**config.mk**
```make
export PLATFORM = sky130hd
export DESIGN_NAME = decoder_3_to_8_sequenced
export DESIGN_NICKNAME = d
export VERILOG_FILES = /design/src/rtl/decoder_3_to_8_sequenced_pkg.sv /design/src/rtl/decoder_code_fifo.sv /design/src/rtl/decoder_3_to_8_sequenced.sv
export SDC_FILE = /design/constraint.sdc
export NUM_CORES = 1
export LEC_CHECK = 0
export CAP_MARGIN = 20
export CELL_PAD_IN_SITES_DETAIL_PLACEMENT = 1
export CELL_PAD_IN_SITES_GLOBAL_PLACEMENT = 2
export CORE_MARGIN = 4
export CORE_UTILIZATION = 38
export CTS_BUF_LIST = sky130_fd_sc_hd__clkbuf_16
export DETAILED_ROUTE_END_ITERATION = 8
export GPL_TIMING_DRIVEN = 0
export PLACE_DENSITY = 0.79
export SLEW_MARGIN = 5
export SYNTH_ARGS = -nofsm -noshare
export SYNTH_HDL_FRONTEND = slang
export SYNTH_SLANG_ARGS = --single-unit
```
**constraint.sdc**
```tcl
create_clock -name clk -period 3 [get_ports clk]
set_input_delay 0.6 -clock clk [delete_from_list [all_inputs] [get_ports clk]]
set_output_delay 0.6 -clock clk [all_outputs]
set_load 0.01 [all_outputs]
```
**src/rtl/decoder_3_to_8_sequenced_pkg.sv**
```systemverilog
// Shared definitions for the sequenced 3-to-8 decoder and its benches.
//   LINES        : number of decoded output lines in the standard build
//   dec_state_t  : output sequencer states (IDLE / DRIVE / GAP)
//   cnt_width()  : bits needed for a down-counter holding values 0..max_val
package decoder_3_to_8_sequenced_pkg;

  localparam int unsigned LINES = 8;

  typedef enum logic [1:0] {
    ST_IDLE  = 2'd0,
    ST_DRIVE = 2'd1,
    ST_GAP   = 2'd2
  } dec_state_t;

  function automatic int unsigned cnt_width(input int unsigned max_val);
    return (max_val < 2) ? 1 : $clog2(max_val + 1);
  endfunction

endpackage

```
**src/rtl/decoder_code_fifo.sv**
```systemverilog
// Synchronous code FIFO with asynchronous active-high reset.
//   clk, rst           : clock, async active-high reset (flushes pointers/count)
//   push, push_data    : write request and data (ignored when full)
//   pop                : read request (ignored when empty)
//   pop_data           : head entry, valid whenever empty is low
//   full, empty, count : occupancy status, all derived from registered count
module decoder_code_fifo #(
  parameter  int unsigned DEPTH = 4,
  parameter  int unsigned WIDTH = 3,
  localparam int unsigned CNT_W = $clog2(DEPTH + 1)
) (
  input  logic             clk,
  input  logic             rst,
  input  logic             push,
  input  logic [WIDTH-1:0] push_data,
  input  logic             pop,
  output logic [WIDTH-1:0] pop_data,
  output logic             full,
  output logic             empty,
  output logic [CNT_W-1:0] count
);

  localparam int unsigned AW = $clog2(DEPTH);

  logic [WIDTH-1:0] mem [DEPTH];
  logic [AW-1:0]    wr_ptr;
  logic [AW-1:0]    rd_ptr;
  logic [CNT_W-1:0] cnt_q;
  logic             do_push;
  logic             do_pop;

  assign full     = (cnt_q == CNT_W'(DEPTH));
  assign empty    = (cnt_q == '0);
  assign count    = cnt_q;
  assign do_push  = push & ~full;
  assign do_pop   = pop & ~empty;
  assign pop_data = mem[rd_ptr];

  // Storage carries no reset; only pointers and count define validity.
  always_ff @(posedge clk) begin
    if (do_push) begin
      mem[wr_ptr] <= push_data;
    end
  end

  always_ff @(posedge clk or posedge rst) begin
    if (rst) begin
      wr_ptr <= '0;
      rd_ptr <= '0;
      cnt_q  <= '0;
    end else begin
      if (do_push) wr_ptr <= wr_ptr + AW'(1);
      if (do_pop)  rd_ptr <= rd_ptr + AW'(1);
      case ({do_push, do_pop})
        2'b10:   cnt_q <= cnt_q + CNT_W'(1);
        2'b01:   cnt_q <= cnt_q - CNT_W'(1);
        default: cnt_q <= cnt_q;
      endcase
    end
  end

endmodule

```
**src/rtl/decoder_3_to_8_sequenced.sv**
```systemverilog
// Buffered, timed 3-to-8 decoder. Codes arrive over valid/ready, are queued,
// and each drives one output line high for HOLD_CYCLES cycles followed by
// GAP_CYCLES all-zero cycles.
//   clk, rst  : clock, async active-high reset
//   in_valid  : in_code valid this cycle
//   in_ready  : a code can be accepted this cycle (low during reset)
//   in_code   : line index to decode
//   out_lines : registered one-hot output, zero when not driving
//   out_valid : high exactly while out_lines is non-zero
//   busy      : sequencer active or codes still queued
module decoder_3_to_8_sequenced
  import decoder_3_to_8_sequenced_pkg::*;
#(
  parameter  int unsigned CODE_W      = 3,
  parameter  int unsigned FIFO_DEPTH  = 4,
  parameter  int unsigned HOLD_CYCLES = 4,
  parameter  int unsigned GAP_CYCLES  = 1,
  localparam int unsigned NUM_LINES   = 2 ** CODE_W
) (
  input  logic                 clk,
  input  logic                 rst,
  input  logic                 in_valid,
  output logic                 in_ready,
  input  logic [CODE_W-1:0]    in_code,
  output logic [NUM_LINES-1:0] out_lines,
  output logic                 out_valid,
  output logic                 busy
);

  localparam int unsigned CNT_MAX = (HOLD_CYCLES > GAP_CYCLES) ? HOLD_CYCLES : GAP_CYCLES;
  localparam int unsigned CNT_W   = cnt_width(CNT_MAX);
  localparam int unsigned FQ_W    = $clog2(FIFO_DEPTH + 1);
  localparam logic [CNT_W-1:0] HOLD_LOAD = CNT_W'(HOLD_CYCLES - 1);
  localparam logic [CNT_W-1:0] GAP_LOAD  = (GAP_CYCLES > 0) ? CNT_W'(GAP_CYCLES - 1) : '0;

  dec_state_t           state_q, state_d;
  logic [CNT_W-1:0]     cnt_q, cnt_d;
  logic [NUM_LINES-1:0] lines_q, lines_d;
  logic                 ready_en;
  logic                 push;
  logic                 pop;
  logic                 load_next;
  logic [CODE_W-1:0]    head_code;
  logic                 fifo_full;
  logic                 fifo_empty;
  logic [FQ_W-1:0]      fifo_count;

  decoder_code_fifo #(
    .DEPTH (FIFO_DEPTH),
    .WIDTH (CODE_W)
  ) u_code_fifo (
    .clk       (clk),
    .rst       (rst),
    .push      (push),
    .push_data (in_code),
    .pop       (pop),
    .pop_data  (head_code),
    .full      (fifo_full),
    .empty     (fifo_empty),
    .count     (fifo_count)
  );

  // ready_en keeps in_ready low through reset and the cycle it is released,
  // without a combinational path from rst to the handshake.
  always_ff @(posedge clk or posedge rst) begin
    if (rst) ready_en <= 1'b0;
    else     ready_en <= 1'b1;
  end

  assign in_ready  = ready_en & ~fifo_full;
  assign push      = in_valid & in_ready;
  assign out_lines = lines_q;
  assign out_valid = (state_q == ST_DRIVE);
  assign busy      = (state_q != ST_IDLE) | (fifo_count != '0);

  always_ff @(posedge clk or posedge rst) begin
    if (rst) begin
      state_q <= ST_IDLE;
      cnt_q   <= '0;
      lines_q <= '0;
    end else begin
      state_q <= state_d;
      cnt_q   <= cnt_d;
      lines_q <= lines_d;
    end
  end

  // Every "pulse finished" exit funnels through load_next so IDLE, GAP end
  // and gapless DRIVE end share one pop-or-idle decision.
  always_comb begin
    state_d   = state_q;
    cnt_d     = cnt_q;
    lines_d   = lines_q;
    pop       = 1'b0;
    load_next = 1'b0;

    unique case (state_q)
      ST_IDLE: load_next = 1'b1;
      ST_DRIVE: begin
        if (cnt_q == '0) begin
          if (GAP_CYCLES == 0) begin
            load_next = 1'b1;
          end else begin
            lines_d = '0;
            cnt_d   = GAP_LOAD;
            state_d = ST_GAP;
          end
        end else begin
          cnt_d = cnt_q - CNT_W'(1);
        end
      end
      ST_GAP: begin
        if (cnt_q == '0) load_next = 1'b1;
        else             cnt_d = cnt_q - CNT_W'(1);
      end
      default: begin
        state_d = ST_IDLE;
        cnt_d   = '0;
        lines_d = '0;
      end
    endcase

    if (load_next) begin
      if (!fifo_empty) begin
        pop     = 1'b1;
        lines_d = NUM_LINES'(1) << head_code;
        cnt_d   = HOLD_LOAD;
        state_d = ST_DRIVE;
      end else begin
        lines_d = '0;
        cnt_d   = '0;
        state_d = ST_IDLE;
      end
    end
  end

endmodule

```
==> results.ini <==
[finish]
drive_above_1_share_pct=10.7
multiInputGateArea_sq_um=634
fin_util_pct=48.5
most-common-layout-cells=dfrtp_1 (21), clkdlybuf4s50_1 (16), inv_1 (14)
final_common_cell=dfrtp_1
n_antenna_cell=0
fin_nets=165
area_delta_synth_final_pct=22.4
regArea_sq_um=886
nFillCells=426

[clock_tree]
cts_tree=built
clockBufferDepth=2
cts_resized=0
numCtsBuffers=5
cts_root_buf=clkbuf_16
cts_setup_buffers=0
htreeDepth=2
cts-hold-fix-buffers=0
cts_sinks=33
clk_pin_slew_ns=0.05
clk_latency_ns=0.28

[drt]
wire_per_inst_um=15.9
viasPerCell=5.15
drtIter0Drc=46
totalWireLength_um=3170
ant_nets=0
drc=0
vias=1024
dr.pass1.iters=4

[floorplan]
die_area_sq_mm=0.00534
io_pins=17
die_x_um=73.1
rows=23
coreArea_sq_mm=0.00406
die_h_um=73.1
initial_core_util_pct=39.7

[grt]
gr-usage-all-layers_pct=14.1
grt_pass1_wl_um=5620
antenna_found_initial=0
grt_max_degree=22
grt_pass1_vias=1108
overflow=0

[setup_path]
path_cells=inv_1 > ha_1 > and3b_1 > o21ai_1 > buf_2 > inv_1 > ha_1 > inv_1 > fa_1 > xor2_1 > nor2_1 > xnor2_1
reg2regPathDepth=12
critPathKind=register to register
arrival_ns=2.67
max_stage_delay_ns=0.35
end_kind=register
slowest_stage=dfrtp_1
critPathRequiredTime_ns=3.16
cp.buffers_inverters=4
r2r-end=u_code_fifo.count[2]
path_max_fanout=10
r2r_slack_ns=0.49
crit_path_frequent_cell=inv_1
critPathTopFamily=adder cells
startpoint_type=register
r2r_start=state_q[0]

[placement]
place_hpwl_um=2420
port_buffers=16
pre_cts_slack_ns=0.486
place_congestion=0.741

[worst_hold_path]
holdPathEnd=cnt_q[0]
hp-class=register to register
holdPathStages=1
hp-start=cnt_q[0]

[timing]
finalSetupViolCount=0
relSlewSlack_pct=44.7
min_period_over_period_pct=83.8
worst_pin_slew_ns=0.828
fmax_mhz=398
clock_skew_ns=0.00765
slew_viol_final=0
worst_slack_ns=0.487
period_needed_ns=2.51
finalHoldViolations=0
rsz0062_at_grt=false
tns_ns=0
whs_ns=0.471

[synthesis]
syn_inst=125
ys_warn_count=0
synthArstFlopShare_pct=63.6
synth_edf_count=12
synth_cell_types=35
syn_area_per_cell_sq_um=12.9
ys_seq_area_share_pct=55.1
postSynthNetCount=142
synth_area_sq_mm=0.00161
ys_seq_elements=33
yosys_most_used_dff=dfrtp_1

[pwr]
powerDensity_mw_per_mm2=1110
finalPower_w=0.00219
vdd_ir_drop_max_uv=445
p_leak_nw=0.825

[status]
status=complete, no violations

[job]
drv_cap=0

through the flow:
step,cells,cell area (sq um)
5_1_grt,199,1970
2_1_floorplan,125,1610
3_5_place_dp,191,1830
4_1_cts,199,1970
6_report,199,1970
3_3_place_gp,191,1830
cell families (layout without fill, tap and decap cells):
group / after synthesis / in the layout / synth area share, %
AND/OR/NAND/NOR: 17 / 17 / 6.22
flip-flops: 33 / 33 / 55.1
multiplexers: 8 / 8 / 6.69
other: 1 / 1 / 0.233
AO/OA/AOI/OAI: 27 / 27 / 13.5
buffers and inverters: 21 / 45 / 5.52
XOR/XNOR: 7 / 7 / 3.81
adder cells (fa/ha/maj): 11 / 11 / 9.02
sequential cells by signal, summed over array words and instances (netlist names):
register            cells
cnt_q                   3
out_lines               8
ready_en                1
state_q                 2
u_code_fifo.count       3
u_code_fifo.mem        12
u_code_fifo.rd_ptr      2
u_code_fifo.wr_ptr      2
where the power goes:
| group | internal (W) | switching (W) |
|---|---|---|
| Combinational | 0.000452 | 0.000569 |
| Sequential | 0.000618 | 0.0000813 |
| Clock | 0.000299 | 0.000172 |
final cells by class:
type / instances / area share, %
inverter: 14 / 2.67
tap: 50 / 3.18
buffer: 7 / 1.84
multi-input combinational: 71 / 32.2
sequential: 33 / 45.0
timing repair buffer: 16 / 8.13
clock buffer: 5 / 6.35
clock inverter: 3 / 0.635
metal layers:
metal  GRT usage, %  share of wire [%]  vias to the layer above
met2           22.0                 50                       24
met4           5.33                1.3                        0
met3           5.37                4.9                        4
met5              0                  0                        -
li1               -                  -                      495
met1           17.7                 44                      501
worst max path at each step:
stage / from / end / slack [ns] / cells after the start
after floorplan: state_q[0] / u_code_fifo.count[2] / 0.82 / 12
after global placement: state_q[0] / u_code_fifo.count[2] / 0.52 / 12
after detailed placement: state_q[0] / u_code_fifo.count[2] / 0.49 / 12
after CTS: state_q[0] / u_code_fifo.count[2] / 0.46 / 12
after global routing: state_q[0] / u_code_fifo.count[2] / 0.25 / 12
final: state_q[0] / u_code_fifo.count[2] / 0.49 / 12
synthesized netlist by cell type, drive strengths merged, types with 2 or more instances:
| master | instances | share of area (%) |
|---|---|---|
| mux4 | 2 | 2.8 |
| buf | 4 | 1.6 |
| o21ai | 4 | 1.2 |
| o41ai | 8 | 5.3 |
| edfxtp | 12 | 22 |
| mux2i | 4 | 2.5 |
| dfrtp | 21 | 33 |
| o211ai | 9 | 4.2 |
| mux2 | 2 | 1.4 |
| and2 | 5 | 1.9 |
| inv | 14 | 3.3 |
| clkbuf | 3 | 0.70 |
| xnor2 | 6 | 3.3 |
| ha | 10 | 7.8 |
| nor2 | 3 | 0.70 |
| nand2b | 3 | 1.2 |
Power figures use the tool's default switching activity.
